File: src/rtl/dcm_bank_pkg.sv
// ---------------------------------------------------------------------------
// dcm_bank_pkg
//
// Shared definitions for the dcm_bank divided-clock bank.
//   SEL_W        width of a rate select value
//   MAX_SHIFT    largest shift a select can request (sel = 7)
//   ch_ev_e      per-cycle event class of one channel counter
//   sel_shift()  maps a rate select onto a left-shift amount
//   half_period() half-period length in reference cycles for (base, sel)
//
// Optional feature macro used by the files importing this package:
//   DCM_BANK_SYNC_EN  adds a bank-wide synchronous realign input
// ---------------------------------------------------------------------------
package dcm_bank_pkg;

    localparam int SEL_W     = 3;
    localparam int MAX_SHIFT = 7;

    // What a channel does on the coming clock edge.
    typedef enum logic [1:0] {
        EV_RUN   = 2'd0,    // count up, outputs hold
        EV_TERM  = 2'd1,    // last cycle of a half-period: toggle and restart
        EV_CLEAR = 2'd2     // disabled or realigned: counter and output cleared
    } ch_ev_e;

    // Each select step doubles the half-period.
    function automatic int unsigned sel_shift(input logic [SEL_W-1:0] sel);
        return {29'd0, sel};
    endfunction

    function automatic logic [63:0] half_period(input logic [63:0]      base,
                                                input logic [SEL_W-1:0] sel);
        return base << sel_shift(sel);
    endfunction

endpackage

File: src/rtl/dcm_bank_ch.sv
// ---------------------------------------------------------------------------
// dcm_bank_ch
//
// One divided-clock channel: half-period counter, 50%-duty output toggle,
// active rate select and a single-entry pending select that is only
// committed on a half-period boundary so no runt pulse is ever produced.
//
// Ports
//   clk        reference clock, rising edge
//   rst        asynchronous active-high reset
//   i_en       run enable; low clears counter/output and commits pending sel
//   i_sync     (DCM_BANK_SYNC_EN only) realign: behaves like a one-cycle
//              disable of the channel
//   i_wr       write strobe already decoded for this channel
//   i_wr_sel   rate select carried by the write
//   o_clk_out  divided clock
//   o_tick     one-cycle pulse alongside each 0->1 of o_clk_out
//   o_sel      active rate select
//   o_pend     a written select is waiting for its boundary
//
// Configuration macro: DCM_BANK_SYNC_EN
// ---------------------------------------------------------------------------
module dcm_bank_ch
    import dcm_bank_pkg::*;
#(
    parameter int CNT_W    = 30,
    parameter int DIV_BASE = 5000000,
    parameter int RST_SEL  = 0
) (
    input  logic             clk,
    input  logic             rst,
    input  logic             i_en,
`ifdef DCM_BANK_SYNC_EN
    input  logic             i_sync,
`endif
    input  logic             i_wr,
    input  logic [SEL_W-1:0] i_wr_sel,
    output logic             o_clk_out,
    output logic             o_tick,
    output logic [SEL_W-1:0] o_sel,
    output logic             o_pend
);

    localparam logic [SEL_W-1:0] RST_SEL_V = SEL_W'(RST_SEL);

    logic [CNT_W-1:0] r_cnt;
    logic             r_clk_out;
    logic             r_tick;
    logic [SEL_W-1:0] r_active;
    logic [SEL_W-1:0] r_pend_sel;
    logic             r_pend;

    logic [CNT_W-1:0] w_half_m1;
    logic             w_clear;
    ch_ev_e           w_ev;

    // Terminal count for the currently active select. Range is guaranteed
    // by the elaboration check in the top level.
    assign w_half_m1 = CNT_W'(half_period(64'(DIV_BASE), r_active) - 64'd1);

`ifdef DCM_BANK_SYNC_EN
    assign w_clear = ~i_en | i_sync;
`else
    assign w_clear = ~i_en;
`endif

    // Clear outranks the terminal count so a realign always wins.
    always_comb begin
        w_ev = EV_RUN;
        if (w_clear) begin
            w_ev = EV_CLEAR;
        end else if (r_cnt == w_half_m1) begin
            w_ev = EV_TERM;
        end
    end

    always_ff @(posedge clk or posedge rst) begin
        if (rst) begin
            r_cnt      <= '0;
            r_clk_out  <= 1'b0;
            r_tick     <= 1'b0;
            r_active   <= RST_SEL_V;
            r_pend_sel <= RST_SEL_V;
            r_pend     <= 1'b0;
        end else begin
            case (w_ev)
                EV_CLEAR: begin
                    r_cnt     <= '0;
                    r_clk_out <= 1'b0;
                    r_tick    <= 1'b0;
                    if (r_pend) begin
                        r_active <= r_pend_sel;
                    end
                end
                EV_TERM: begin
                    r_cnt     <= '0;
                    r_clk_out <= ~r_clk_out;
                    // Rising edge of the divided clock is when it was low.
                    r_tick    <= ~r_clk_out;
                    if (r_pend) begin
                        r_active <= r_pend_sel;
                    end
                end
                default: begin
                    r_cnt  <= r_cnt + CNT_W'(1);
                    r_tick <= 1'b0;
                end
            endcase

            // A write landing on a boundary is held for the next one: the
            // boundary commits the value pending before the write (read from
            // r_pend_sel above), the write itself refills the pending slot.
            if (i_wr) begin
                r_pend_sel <= i_wr_sel;
                r_pend     <= 1'b1;
            end else if (w_ev != EV_RUN) begin
                r_pend     <= 1'b0;
            end
        end
    end

    assign o_clk_out = r_clk_out;
    assign o_tick    = r_tick;
    assign o_sel     = r_active;
    assign o_pend    = r_pend;

endmodule

File: src/rtl/dcm_bank.sv
// ---------------------------------------------------------------------------
// dcm_bank
//
// Bank of N_CH independent 50%-duty clock dividers. Each channel's
// half-period is DIV_BASE << sel reference cycles; sel is changed through a
// single write port and takes effect on the channel's next half-period
// boundary.
//
// Parameters
//   N_CH      number of channels (1..16)
//   CNT_W     half-period counter width
//   DIV_BASE  half-period in clk cycles for sel = 0
//   RST_SEL   select loaded into every channel at reset
//   WR_CH_W   width of i_wr_ch; may be widened beyond the minimum so that
//             out-of-range channel numbers can be presented
//
// Ports
//   clk         reference clock, rising edge
//   rst         asynchronous active-high reset
//   i_en        per-channel run enable
//   i_wr_en     single-cycle select write strobe
//   i_wr_ch     target channel of the write
//   i_wr_sel    requested rate select
//   i_sync      (DCM_BANK_SYNC_EN only) realign every channel
//   o_wr_err    one-cycle pulse after a write to a nonexistent channel
//   o_clk_out   divided clocks
//   o_tick      one-cycle pulse with each clk_out 0->1
//   o_prog_out  active select, channel i at [3i+2:3i]
//   o_pend_out  written select awaiting its boundary
//
// Configuration macro: DCM_BANK_SYNC_EN
// ---------------------------------------------------------------------------
module dcm_bank
    import dcm_bank_pkg::*;
#(
    parameter int N_CH     = 4,
    parameter int CNT_W    = 30,
    parameter int DIV_BASE = 5000000,
    parameter int RST_SEL  = 0,
    parameter int WR_CH_W  = (N_CH > 1) ? $clog2(N_CH) : 1
) (
    input  logic                  clk,
    input  logic                  rst,
    input  logic [N_CH-1:0]       i_en,
    input  logic                  i_wr_en,
    input  logic [WR_CH_W-1:0]    i_wr_ch,
    input  logic [SEL_W-1:0]      i_wr_sel,
`ifdef DCM_BANK_SYNC_EN
    input  logic                  i_sync,
`endif
    output logic                  o_wr_err,
    output logic [N_CH-1:0]       o_clk_out,
    output logic [N_CH-1:0]       o_tick,
    output logic [SEL_W*N_CH-1:0] o_prog_out,
    output logic [N_CH-1:0]       o_pend_out
);

    // Longest half-period the counter must reach (sel = 7), minus one.
    localparam logic [63:0] MAX_HALF_M1 =
        half_period(64'(DIV_BASE), SEL_W'(MAX_SHIFT)) - 64'd1;

    generate
        if (N_CH < 1 || N_CH > 16) begin : g_bad_n_ch
            $fatal(1, "dcm_bank: N_CH must be within 1..16");
        end
        if (DIV_BASE < 1) begin : g_bad_base
            $fatal(1, "dcm_bank: DIV_BASE must be at least 1");
        end
        if (CNT_W < 64 && (MAX_HALF_M1 >> CNT_W) != 64'd0) begin : g_bad_cnt_w
            $fatal(1, "dcm_bank: (DIV_BASE << 7) - 1 does not fit in CNT_W bits");
        end
        if (N_CH > 1 && WR_CH_W < $clog2(N_CH)) begin : g_bad_wr_ch_w
            $fatal(1, "dcm_bank: WR_CH_W too narrow to address every channel");
        end
    endgenerate

    // Write decode. Comparing at 32 bits keeps the decode independent of
    // how much wider than necessary i_wr_ch has been made.
    logic [31:0]     w_wr_ch_ext;
    logic            w_wr_oor;
    logic [N_CH-1:0] w_wr_hit;
    logic            r_wr_err;

    assign w_wr_ch_ext = 32'(i_wr_ch);
    assign w_wr_oor    = i_wr_en && (w_wr_ch_ext >= 32'(N_CH));

    always_ff @(posedge clk or posedge rst) begin
        if (rst) begin
            r_wr_err <= 1'b0;
        end else begin
            r_wr_err <= w_wr_oor;
        end
    end

    assign o_wr_err = r_wr_err;

    genvar gi;
    generate
        for (gi = 0; gi < N_CH; gi++) begin : g_ch
            assign w_wr_hit[gi] = i_wr_en && (w_wr_ch_ext == 32'(gi));

            dcm_bank_ch #(
                .CNT_W    (CNT_W),
                .DIV_BASE (DIV_BASE),
                .RST_SEL  (RST_SEL)
            ) u_ch (
                .clk       (clk),
                .rst       (rst),
                .i_en      (i_en[gi]),
`ifdef DCM_BANK_SYNC_EN
                .i_sync    (i_sync),
`endif
                .i_wr      (w_wr_hit[gi]),
                .i_wr_sel  (i_wr_sel),
                .o_clk_out (o_clk_out[gi]),
                .o_tick    (o_tick[gi]),
                .o_sel     (o_prog_out[SEL_W*gi +: SEL_W]),
                .o_pend    (o_pend_out[gi])
            );
        end
    endgenerate

endmodule

File: config.mk
export PLATFORM = sky130hd
export DESIGN_NAME = dcm_bank
export DESIGN_NICKNAME = d
export VERILOG_FILES = /design/src/rtl/dcm_bank_pkg.sv /design/src/rtl/dcm_bank_ch.sv /design/src/rtl/dcm_bank.sv
export SDC_FILE = /design/constraint.sdc
export NUM_CORES = 1
export LEC_CHECK = 0
export CAP_MARGIN = 0
export CELL_PAD_IN_SITES_DETAIL_PLACEMENT = 1
export CELL_PAD_IN_SITES_GLOBAL_PLACEMENT = 1
export CORE_AREA = 8 8 159 191
export CTS_CLUSTER_SIZE = 25
export DETAILED_ROUTE_END_ITERATION = 16
export DIE_AREA = 0 0 167 199
export PLACE_DENSITY = 0.76
export SYNTH_ARGS = -nofsm -noshare
export SYNTH_HDL_FRONTEND = slang
export SYNTH_SLANG_ARGS = --single-unit
File: constraint.sdc
create_clock -name clk -period 5.3 [get_ports clk]
set_clock_uncertainty 0.1 [all_clocks]
set_input_delay 0.795 -clock clk [delete_from_list [all_inputs] [get_ports clk]]
set_output_delay 0.795 -clock clk [all_outputs]
set_load 0.02 [all_outputs]
==> reports/qor.txt <==
Outcome: completed
Floorplan die height: 199 um
Startpoint of the most critical register-to-register path: g_ch[0].u_ch.o_sel[0]$_DFFE_PP0P_
Via count: 10,100
Synth warnings: 0
Post-synthesis cell count: 1,363
Critical path's slowest cell: sky130_fd_sc_hd__o32ai_1
Fin crit share: 81.3%
Worst path most repeated cell: sky130_fd_sc_hd__ha_1
Number of distinct library cell variants in the gate-level netlist after synthesis: 85
Final ANT Viol Nets: 0
Most common cell after layout, fill and taps aside: sky130_fd_sc_hd__nor2_1
Total gr overflow: 0
Logic depth of the worst setup path including buffers: 11
Number of nets in the synthesized netlist: 1,411
Number of global-route vias before repair: 10,500
Hold-fix buffers at CTS: 0
Max capacitance violation total: 0
CTS clk-pin slew, worst paths: 0.07 ns
Detailed Place HPWL: 23.3 mm
Dominant register cell in the synthesized netlist: sky130_fd_sc_hd__dfrtp_1
Maximum net fanout on the critical path: 12
Final routed wire length divided by cell count: 19.0 um
Type of the most critical hold path: flop to flop
Most frequent cells in the layout: 179 x sky130_fd_sc_hd__nor2_1, 156 x sky130_fd_sc_hd__dfrtp_1, 94 x sky130_fd_sc_hd__xor2_1
First-pass GRT wire length: 54.1 mm
First-pass DRT Iterations: 7
Proportion of register bits with asynchronous set or reset after synthesis: 100%
Final max-slew violation count: 0
Overall track demand over capacity in global routing: 19.7%
Unrepaired setup endpoints after global routing: false
Slew margin rel.: 29.2%
Post-Layout Cell Count: 1,690
Number of antenna violations at the first check in global routing: 0
Kind of end point of the critical path: flop
Family with the most delay on the worst path: compound AO/OA/AOI/OAI gates
Data required, critical path: 5.51 ns
Cell chain of the critical path: inv_1 > ha_1 > nand2b_1 > ha_1 > nor3b_1 > o221ai_1 > a2111oi_0 > xnor2_1 > nand4_1 > o32ai_1 > mux2_2
Min Hold Slack: 0.394 ns
Leakage power figure: 5.07 nW
Die Outline Area: 33,200 um2
Pin count of the biggest net entering global routing: 99
Inserted Clock Buffers: 17
Final TNS setup: 0 ns
Clk buf depth: 2
Slew @ Worst Pin: 1.05 ns
Peak ir drop on the vdd network: 0.221 mV
Tmin final: 4.31 ns
EDFF count, synth: 0
Area of the mapped netlist: 11,800 um2
Total wirelength of the detailed-routed design: 32.1 mm
Crit Path Class: flop to flop
Library cell used as clock root buffer: sky130_fd_sc_hd__clkbuf_16
Worst path arrival time: 4.52 ns
R2R cell count: 11
Number of sinks driven by the clock tree: 156
Fraction of final layout cells sized beyond drive strength 1: 6.77%
Via-to-Cell Ratio: 5.96
Initial core utilization: 43.0%
Number of port buffers: 35
Hold Startpoint: g_ch[0].u_ch.r_cnt[0]$_DFF_PP0_
Worst hold stages: 1
Core region area: 27,400 um2
PostCTS Resize Cnt: 0
Power per cell area: 339 nW/um2
Post-layout net count: 1,380
Placer congestion estimate: 0.877
Worst path max stage delay: 0.58 ns
Width of the chip: 167 um
Number of storage elements in the synthesis netlist: 156
Number of setup buffers added after CTS: 0
TritonCTS clock tree: yes
Critical Path Source: g_ch[0].u_ch.o_sel[0]$_DFFE_PP0P_
ANT cells: 0
Bufs and invs on worst path: 1
Tot Pwr: 0.00434 W
Starting DRT DRC Count: 474
Final-report hold violation count: 0
Sequential area share after synthesis: 33.1%
I/O Pins: 37
Maximum achievable frequency: 0.232 GHz
Number of standard-cell rows in the floorplan: 67
CP Launch Type: flop
Number of design rule violations left after detail routing: 0
Syn-to-layout area delta: 8.66%
Number of placed instances, taps included: 1,658
Endpoints failing setup: 0
Average cell area after synthesis: 8.66 um2
Clock insertion delay at the later pin of the skew report: 0.42 ns
Clock H-tree levels: 4
==> Yosys cell counts (17+ instances only) <==
cell                       number  area (um2)
sky130_fd_sc_hd__xor2_1        94         823
sky130_fd_sc_hd__and3_1        20         125
sky130_fd_sc_hd__and2_1        22         138
sky130_fd_sc_hd__nand2b_1      32         200
sky130_fd_sc_hd__mux2_2        22         248
sky130_fd_sc_hd__dfrtp_1      156        3900
sky130_fd_sc_hd__nor4bb_1      22         220
sky130_fd_sc_hd__inv_1         33         124
sky130_fd_sc_hd__o21ai_0       48         240
sky130_fd_sc_hd__clkbuf_1      60         225
sky130_fd_sc_hd__nand4_1       37         231
sky130_fd_sc_hd__or4_1         22         165
sky130_fd_sc_hd__nor2b_1       21         131
sky130_fd_sc_hd__nor3_1        22         110
sky130_fd_sc_hd__nand3_1       52         260
sky130_fd_sc_hd__a21oi_1       23         115
sky130_fd_sc_hd__nor4_1        17         106
sky130_fd_sc_hd__nor2_1       179         672
sky130_fd_sc_hd__nand2_1       85         319
sky130_fd_sc_hd__ha_1          36         450
sky130_fd_sc_hd__xnor2_1       91         797
==> final cells by class <==
type	instances	area (um2)
multi-input cells	1075	7330
flip-flops and latches	156	3900
repair buffers	46	433
clock buffers	20	447
well taps	345	432
clock inverters	12	139
inverters	36	140
fillers	3194	14600
==> power breakdown <==
group	total (W)	switching, W	internal, W	leakage, nW
Combinational	0.00181	0.00107	0.000731	2.68
Clock	0.00122	0.000508	0.000711	0.285
Sequential	0.00132	0.0000781	0.00124	2.10
Total	0.00434	0.00166	0.00268	5.07
==> metrics by stage <==
| step | worst slack [ns] | cell area [um2] | utilization, % |
|---|---|---|---|
| finish | 0.989 | 12800 | 46.8 |
| global route | 0.693 | 12800 | 46.8 |
| CTS | 1.03 | 12800 | 46.8 |
| detailed placement | 1.08 | 12200 | 44.6 |
| global placement | 1.15 | 12200 | 44.6 |
| floorplan | 0.198 | 11800 | - |
==> flip-flops by register name (all words and copies together), names as in the netlist <==
signal and flops:
g_ch.u_ch.o_sel 12, g_ch.u_ch.o_tick 4, g_ch.u_ch.o_clk_out 4, g_ch.u_ch.r_cnt 120
g_ch.u_ch.r_pend_sel 12, g_ch.u_ch.o_pend 4
==> worst paths after layout <==
check	end	slack, ns
max in group asynchronous	g_ch[2].u_ch.r_cnt[8]$_DFF_PP0_	3.24
max	g_ch[0].u_ch.o_sel[2]$_DFFE_PP0P_	0.99
max reg2reg	g_ch[0].u_ch.o_sel[2]$_DFFE_PP0P_	0.99
min in group asynchronous	g_ch[3].u_ch.r_cnt[29]$_DFF_PP0_	0.86
min	g_ch[0].u_ch.r_cnt[0]$_DFF_PP0_	0.39
min reg2reg	g_ch[0].u_ch.r_cnt[0]$_DFF_PP0_	0.39
==> logic make-up after synthesis <==
family,Yosys count,synth area share [%]
fa+ha+maj,36,3.82
other cells,1,0.0318
flops,156,33.1
buf+inv,132,4.98
compound gates,191,11.3
xor+xnor,188,14.3
mux,34,3.12
simple gates,625,29.4
==> metal layers <==
layer / vias to the layer above / GRT usage [%] / wire length [um]
met5: - / 0 / 0
met4: 0 / 7.42 / 776
met3: 57 / 2.70 / 715
met2: 140 / 35.6 / 16400
met1: 5107 / 23.6 / 14200
li1: 4766 / - / -
(Power assumes the default switching activity.)
